`src/rtl/fetch_unit_if.sv`:
```
// Instruction-memory bus between the fetch unit (master) and the instruction
// memory (slave): one request channel and one in-order response channel.
interface fetch_unit_if;
  logic        imem_req_valid;
  logic [31:0] imem_req_addr;
  logic        imem_req_ready;
  logic        imem_resp_valid;
  logic [31:0] imem_resp_data;

  modport master (
    output imem_req_valid,
    output imem_req_addr,
    input  imem_req_ready,
    input  imem_resp_valid,
    input  imem_resp_data
  );

  modport slave (
    input  imem_req_valid,
    input  imem_req_addr,
    output imem_req_ready,
    output imem_resp_valid,
    output imem_resp_data
  );
endinterface

```
`src/rtl/fetch_unit.sv`:
```
// Instruction fetch unit: issues one word fetch at a time, buffers the
// returned instruction for decode, and handles redirects and halts.
// Responses that belong to a request made before a redirect are dropped
// through the kill flag, so the memory never has to be told to abort.
module fetch_unit #(
  parameter logic [31:0] RESET_PC = 32'h0000_0000
) (
  input  logic         clk,
  input  logic         reset,
  fetch_unit_if.master imem,
  output logic [31:0]  instruction,
  output logic [31:0]  inst_pc,
  output logic         inst_valid,
  input  logic         inst_ready,
  input  logic         jump_enable,
  input  logic [31:0]  jump_target,
  input  logic [1:0]   debug,
  output logic         halted,
  output logic         fetch_fault
);

  typedef enum logic [1:0] {
    ST_RUN  = 2'd0,
    ST_WAIT = 2'd1,
    ST_HALT = 2'd2
  } state_t;

  state_t      state_r;
  logic [31:0] pc_r;
  logic [31:0] req_pc_r;
  logic        kill_r;
  logic [31:0] buf_data_r;
  logic [31:0] buf_pc_r;
  logic        buf_valid_r;
  logic        halted_r;
  logic        fault_r;

  logic        halt_req_s;
  logic        misalign_s;
  logic        issue_s;
  logic        accept_s;
  logic        consume_s;

  // A halt code only counts while decode is actually looking at an instruction.
  assign halt_req_s = buf_valid_r && ((debug == 2'b01) || (debug == 2'b10));
  assign misalign_s = jump_enable && (jump_target[1:0] != 2'b00);
  // Redirects and halts take the cycle; otherwise issue when the buffer has room.
  assign issue_s    = (state_r == ST_RUN) && !reset && !jump_enable && !halt_req_s &&
                      (!buf_valid_r || inst_ready);
  assign accept_s   = issue_s && imem.imem_req_ready;
  assign consume_s  = buf_valid_r && inst_ready;

  assign imem.imem_req_valid = issue_s;
  assign imem.imem_req_addr  = pc_r;
  assign instruction         = buf_data_r;
  assign inst_pc             = buf_pc_r;
  assign inst_valid          = buf_valid_r;
  assign halted              = halted_r;
  assign fetch_fault         = fault_r;

  // Fetch sequencer: request issue, response capture, redirect and halt handling.
  always_ff @(posedge clk) begin
    if (reset) begin
      state_r     <= ST_RUN;
      pc_r        <= RESET_PC;
      req_pc_r    <= RESET_PC;
      kill_r      <= 1'b0;
      buf_data_r  <= 32'h0000_0000;
      buf_pc_r    <= 32'h0000_0000;
      buf_valid_r <= 1'b0;
      halted_r    <= 1'b0;
      fault_r     <= 1'b0;
    end else begin
      case (state_r)
        ST_RUN, ST_WAIT: begin
          if (halt_req_s) begin
            // Buffer contents stay visible for debug; only the valid drops.
            state_r     <= ST_HALT;
            halted_r    <= 1'b1;
            buf_valid_r <= 1'b0;
            kill_r      <= 1'b0;
          end else if (misalign_s) begin
            state_r     <= ST_HALT;
            halted_r    <= 1'b1;
            fault_r     <= 1'b1;
            buf_valid_r <= 1'b0;
            kill_r      <= 1'b0;
          end else if (jump_enable) begin
            pc_r        <= jump_target;
            buf_valid_r <= 1'b0;
            if ((state_r == ST_WAIT) && !imem.imem_resp_valid) begin
              // Stale response still in flight: drop it when it arrives.
              kill_r <= 1'b1;
            end else begin
              state_r <= ST_RUN;
              kill_r  <= 1'b0;
            end
          end else if (state_r == ST_RUN) begin
            if (consume_s) begin
              buf_valid_r <= 1'b0;
            end
            if (accept_s) begin
              req_pc_r <= pc_r;
              pc_r     <= pc_r + 32'd4;
              state_r  <= ST_WAIT;
            end
          end else if (imem.imem_resp_valid) begin
            state_r <= ST_RUN;
            kill_r  <= 1'b0;
            if (!kill_r) begin
              // Refill wins over a same-cycle consume.
              buf_data_r  <= imem.imem_resp_data;
              buf_pc_r    <= req_pc_r;
              buf_valid_r <= 1'b1;
            end else if (consume_s) begin
              buf_valid_r <= 1'b0;
            end
          end else if (consume_s) begin
            buf_valid_r <= 1'b0;
          end
        end
        ST_HALT: begin
          state_r <= ST_HALT;
        end
        default: begin
          // Unreachable encoding: stop fetching rather than guess.
          state_r     <= ST_HALT;
          halted_r    <= 1'b1;
          buf_valid_r <= 1'b0;
        end
      endcase
    end
  end

endmodule
```
`src/flat_wrapper.sv`:
```
// flat-port wrapper written by rule: the top's interface ports become plain ports
module fetch_unit_flat 
#(
  parameter logic [31:0] RESET_PC = 32'h0000_0000
)
  (clk, reset, instruction, inst_pc, inst_valid, inst_ready, jump_enable, jump_target, debug, halted, fetch_fault, imem_imem_req_valid, imem_imem_req_addr, imem_imem_req_ready, imem_imem_resp_valid, imem_imem_resp_data);
  fetch_unit_if imem_i ();
  input  logic clk;
  input  logic reset;
  output logic [31:0] instruction;
  output logic [31:0] inst_pc;
  output logic inst_valid;
  input  logic inst_ready;
  input  logic jump_enable;
  input  logic [31:0] jump_target;
  input  logic [1:0] debug;
  output logic halted;
  output logic fetch_fault;
  output wire logic [$bits(imem_i.imem_req_valid)-1:0] imem_imem_req_valid;
  output wire logic [$bits(imem_i.imem_req_addr)-1:0] imem_imem_req_addr;
  input wire logic [$bits(imem_i.imem_req_ready)-1:0] imem_imem_req_ready;
  input wire logic [$bits(imem_i.imem_resp_valid)-1:0] imem_imem_resp_valid;
  input wire logic [$bits(imem_i.imem_resp_data)-1:0] imem_imem_resp_data;
  assign imem_imem_req_valid = imem_i.imem_req_valid;
  assign imem_imem_req_addr = imem_i.imem_req_addr;
  assign imem_i.imem_req_ready = imem_imem_req_ready;
  assign imem_i.imem_resp_valid = imem_imem_resp_valid;
  assign imem_i.imem_resp_data = imem_imem_resp_data;
  fetch_unit #(.RESET_PC(RESET_PC)) u_core (.clk(clk), .reset(reset), .imem(imem_i), .instruction(instruction), .inst_pc(inst_pc), .inst_valid(inst_valid), .inst_ready(inst_ready), .jump_enable(jump_enable), .jump_target(jump_target), .debug(debug), .halted(halted), .fetch_fault(fetch_fault));
endmodule
```
`config.mk`:
```
export PLATFORM = sky130hd
export DESIGN_NAME = fetch_unit_flat
export DESIGN_NICKNAME = d
export VERILOG_FILES = /design/src/rtl/fetch_unit_if.sv /design/src/rtl/fetch_unit.sv /design/src/flat_wrapper.sv
export SDC_FILE = /design/constraint.sdc
export NUM_CORES = 1
export LEC_CHECK = 0
export BUFFER_PORTS_ARGS = -buffer_cell sky130_fd_sc_hd__buf_2
export CAP_MARGIN = 20
export CORE_MARGIN = 4
export CORE_UTILIZATION = 50
export DETAILED_ROUTE_END_ITERATION = 10
export PLACE_DENSITY_LB_ADDON = 0.12
export SYNTH_ARGS = -nofsm -noshare
export SYNTH_HDL_FRONTEND = slang
export SYNTH_SLANG_ARGS = --single-unit
```
`constraint.sdc`:
```
create_clock -name clk -period 3.4 [get_ports clk]
set_input_delay 0.68 -clock clk [delete_from_list [all_inputs] [get_ports clk]]
set_output_delay 0.68 -clock clk [all_outputs]
set_load 0.005 [all_outputs]
```
==> results of run 1 <==
## metal layers
metal | track usage (%) | share of wire, % | vias up
met1 | 30.1 | 42 | 2491
met2 | 36.4 | 49 | 201
met3 | 6.71 | 8.0 | 20
met4 | 10.5 | 1.7 | 0
met5 | 0 | 0 | -
li1 | - | - | 2633
## metrics by stage
| stage | instances | cell area, um2 |
|---|---|---|
| finish | 963 | 7130 |
| global placement | 932 | 6570 |
| CTS | 963 | 7130 |
| global route | 963 | 7130 |
| floorplan | 661 | 5650 |
| detailed placement | 932 | 6570 |
## path summary, 6_finish.rpt
path,startpoint,cells after the start,slack [ns],to
worst min-delay path,u_core.req_pc_r[14],2,0.45,u_core.req_pc_r[14]
worst max-delay path,u_core.imem.imem_req_addr[3],6,0.93,u_core.imem.imem_req_addr[30]
worst max register to register,u_core.imem.imem_req_addr[3],6,0.93,u_core.imem.imem_req_addr[30]
worst min register to register,u_core.req_pc_r[14],2,0.45,u_core.req_pc_r[14]
## placed cells by master, fill, tap and decap left out, types with 10 or more instances in the layout
cell,n
a21oi_1,59
buf_2,170
buf_4,10
clkbuf_16,17
dfxtp_1,134
mux2i_1,66
nand2_1,105
nand3_1,17
nor2_1,89
o21ai_0,21
## registers in the layout, summed over array words and instances, names as in the netlist
| name | cells |
|---|---|
| u_core.fetch_fault | 1 |
| u_core.inst_valid | 1 |
| u_core.req_pc_r | 32 |
| u_core.halted | 1 |
| u_core.imem.imem_req_addr | 32 |
| u_core.kill_r | 1 |
| u_core.state_r | 2 |
| u_core.inst_pc | 32 |
| u_core.instruction | 32 |
## power breakdown
| group | switching (mW) | internal (mW) |
|---|---|---|
| clock | 0.646 | 1.09 |
| sequential | 0.0370 | 1.60 |
| combinational | 0.131 | 0.0915 |
## kinds of logic after synthesis
group	Yosys count	share of synthesized area, %
AOI/OAI and AO/OA	137	15.3
DFF	134	47.5
buffers and inverters	56	3.90
xor gates and xnor gates	1	0.155
muxes	66	11.7
and+or+nand+nor	266	21.2
adders and majority gates	1	0.221
## layout make-up
type / instances / share of cell area (%)
clock buffers: 22 / 6.37
clock inverters: 9 / 1.46
inverters: 7 / 0.369
multi-input cells: 471 / 38.7
flip-flops and latches: 134 / 37.6
well taps: 140 / 2.46
repair buffers: 180 / 13.0
## critical path, stage by stage, from the launching register on
cell     delay, ns
dfxtp_1       0.51
ha_1          0.30
nand4_1       0.23
or4_4         0.61
or3_1         0.38
o31a_1        0.24
a31oi_1       0.12
==> metrics.txt, run 1 <==
Setup Viol. Count Final=0; worst clock skew=0.00885 ns; PD cells=504 mW/mm2; number of vias per cell=5.55; number of post-CTS setup repair buffers=0; Leak=2.88 nW; Final Max Slew Viols=0; crit path kind=flop to flop; Slew @ Worst Pin=0.983 ns; cells after synthesis=661; synth-to-layout area growth=26.1%; largest net degree at the start of global routing=77; DRT antenna net count=0; Critical Path RT=3.74 ns; status=complete, no violations; CP max FO=7; global-route wire length before repair=24300 um; MaxCap Viol Count=0; worst hold slack=0.454 ns; top cells by count, synth=dfxtp_1 (134), nand2_1 (105), nor2_1 (90); clk root buf=clkbuf_16; syn_nets=734; chip height=114 um; Storage cell area=0.00268 mm2; share of cells above drive strength 1=26.7%; Placer Congestion=0.851; post-cts repair resize count=0; RSZ-0062 raised after global routing=false; fin crit share=72.7%; DR pass1 iterations=5; synth warn=0; top cells by area, synth=dfxtp_1 (47%), mux2i_1 (12%), nand2_1 (7.0%); via count=5345; fmax=405 MHz; GRT overflow=0; setup slack at placement=0.699 ns; Initial Util=51.7%; clock latency on the worst-skew pair=0.41 ns; prevailing post-synth register cell=dfxtp_1; cell row count=38; Synth cell types=49; boundary pin count=172; final number of hold-violating endpoints=0; initial antenna violation count=0; CTS tree=built; Critical Path Sink Type=flop; Util after Layout=65.2%; largest area contributor in the netlist=dfxtp_1; TritonCTS buffer count=17; Starting DRT DRC Count=403; multi-input logic area=0.00276 mm2; clock sink count=134; I/O Buffers=171; H-tree levels=4; register area share after synthesis=47.5%; die area=0.0131 mm2; count leader, synth=dfxtp_1; DRT Wirelength=15200 um; Post-Syn Area=0.00565 mm2; Rel. slew slack=33.9%; detailed placer's ending HPWL=10700 um; Bufs on Longest Clock Path=2; Worst Path Arrival=2.81 ns; setup ws final=0.930 ns; Worst-path clk slew=0.06 ns; CORE AREA=0.0109 mm2; worst min path class=flop to flop; synthesized area per cell=8.55 um2; WL/cell=15.8 um; TNS Setup=0 ns; Layout Nets=884; CTS Hold Bufs=0; DRC Markers=0; Global Route Usage Sum=23.3%; Die Wd=114 um; Async S/R FF share, synth=0%; Synth top area share=47.5%; fill count=950; worst vdd ir=319 uV; vias in the first global route=4922; synthesized flop and latch total=134; Post-synth EDFFs=0; Setup crit start kind=flop; final worst path period need=2.47 ns; Antenna Cells=0; Final Power=3.59 mW
Note: power is estimated with default switching activity, not from simulation.
==> run 2, diff against run 1 <==
==> constraint.sdc (replaced) <==
create_clock -name clk -period 2.5 [get_ports clk]
set_input_delay 0.5 -clock clk [delete_from_list [all_inputs] [get_ports clk]]
set_output_delay 0.5 -clock clk [all_outputs]
set_load 0.005 [all_outputs]
==> run 2 against run 1 <==
  * Sequential power is 36% higher
  * Register-to-register slack got worse by 0.65 ns
  * Critical endpoint is now u_core.imem.imem_req_addr[27]
  * Clock-buffer cell count decreased by 1
  * Highest routed layer unchanged
  * Worst setup slack worse by 0.65 ns
  * Power rose by 49%
  * Combinational power grew 49%
  * Routed wire length is 4.5% higher
  * Clock skew is 0.0040 ns lower
  * Largest cell class unchanged
  * Clock power grew 62%
  * Flip-flop and latch count stayed put
  * Via count grew 1.1%
==> metrics.txt, run 2 (synthesized netlist as in run 1, its figures left out) <==
status=complete, no violations; PD cells=723 mW/mm2; synth-to-layout area growth=30.8%; crit path kind=flop to flop; Antenna Cells=0; Layout Nets=897; fin crit share=88.9%; critical-path cell list=nand4_4 > or4_4 > or3_4 > or2_0 > a32o_1; Largest delay share family, worst path=simple AND/OR/NAND/NOR gates; placed inst area=0.00672 mm2; number of post-CTS setup repair buffers=0; via count=5406; worst min path class=input port to flop; detailed placer's ending HPWL=11200 um; Finished Cell Area=0.00739 mm2; Critical Path RT=2.81 ns; clock sink count=134; number of vias per cell=5.53; DRC Markers=0; CP max FO=8; die area=0.0131 mm2; CP peak stage delay=0.59 ns; fmax=450 MHz; vias in the first global route=5206; MaxCap Viol Count=0; Bufs on Longest Clock Path=2; Starting DRT DRC Count=467; CTS tree=built; Initial Util=51.7%; RSZ-0062 raised after global routing=false; DR pass1 iterations=5; global-route wire length before repair=25400 um; slowest CP cell=or4_4; Final Max Slew Viols=0; Critical Path Sink Type=flop; Final Power=5.34 mW; Setup Viol. Count Final=0; Rel. slew slack=55.6%; boundary pin count=172; Slew @ Worst Pin=0.665 ns; clk root buf=clkbuf_16; WL/cell=16.3 um; worst clock skew=0.00483 ns; TritonCTS buffer count=17; DRT Wirelength=15900 um; chip height=114 um; Worst-path clk slew=0.06 ns; CORE AREA=0.0109 mm2; largest net degree at the start of global routing=70; Placer Congestion=0.910; CTS Hold Bufs=0; post-cts repair resize count=0; Leak=3.01 nW; Worst Path Arrival=2.53 ns; DRT antenna net count=0; H-tree levels=4; Buf/Inv on CP=0; worst vdd ir=535 uV; final number of hold-violating endpoints=0; share of cells above drive strength 1=28.4%; clock latency on the worst-skew pair=0.42 ns; Setup crit start kind=flop; Die Wd=114 um; Global Route Usage Sum=24.1%; final worst path period need=2.22 ns; TNS Setup=0 ns; leading cell types in the layout, fill and taps excluded=buf_2 (170), dfxtp_1 (134), nand2_1 (105); most common cell after layout, fill and taps aside=buf_2; initial antenna violation count=0; Util after Layout=67.6%; I/O Buffers=171; GRT overflow=0; cell row count=38
[run 2: changes by cell type in the layout (fill, tap and decap cells not counted), moves of 3 or more]
cell       before  now
clkbuf_8        1    4
clkbuf_1        4    0
buf_4          10   19
bufinv_16       2    5
buf_12          0    4
clkinv_2        4    1
[run 2: layer usage]
metal	track usage, %	routed length [um]	vias to the layer above
met5	0	0	-
li1	-	-	2652
met3	7.19	1270	32
met4	9.18	321	0
met1	29.8	6590	2507
met2	39.8	7700	215
[run 2: worst register-to-register path: stages (launching register included)]
cell and delay [ns]:
dfxtp_1 0.51, nand4_4 0.18, or4_4 0.59, or3_4 0.36
or2_0 0.22, a32o_1 0.26
[run 2: layout make-up]
| cell class | count | area [um2] |
|---|---|---|
| clock buffer | 21 | 480 |
| timing repair buffer | 193 | 1070 |
| inverter | 7 | 26.3 |
| sequential | 134 | 2680 |
| fill | 957 | 3540 |
| clock inverter | 11 | 195 |
| multi-input combinational | 471 | 2760 |
| tap | 140 | 175 |
[run 2: worst paths after layout]
check / from / cells after the start / to / slack [ns]
max reg2reg: u_core.imem.imem_req_addr[10] / 5 / u_core.imem.imem_req_addr[27] / 0.28
max: u_core.imem.imem_req_addr[10] / 5 / u_core.imem.imem_req_addr[27] / 0.28
min reg2reg: u_core.req_pc_r[24] / 2 / u_core.req_pc_r[24] / 0.46
min: imem_imem_resp_data[11] / 3 / u_core.instruction[11] / 0.32
[run 2: per-stage QoR]
stage,setup WS [ns],hold WS [ns],cells
global placement,0.347,0.445,945
CTS,0.296,0.302,977
global route,0.188,0.306,977
detailed placement,0.305,0.449,945
floorplan,0.332,0.436,661
finish,0.277,0.318,977
[run 2: where the power goes]
part           leakage, nW  internal, mW  total (mW)  switching (mW)
combinational         1.61         0.140       0.333           0.194
clock                0.322          1.88        2.80           0.921
sequential            1.08          2.17        2.21          0.0429
total                 3.01          4.18        5.34            1.16
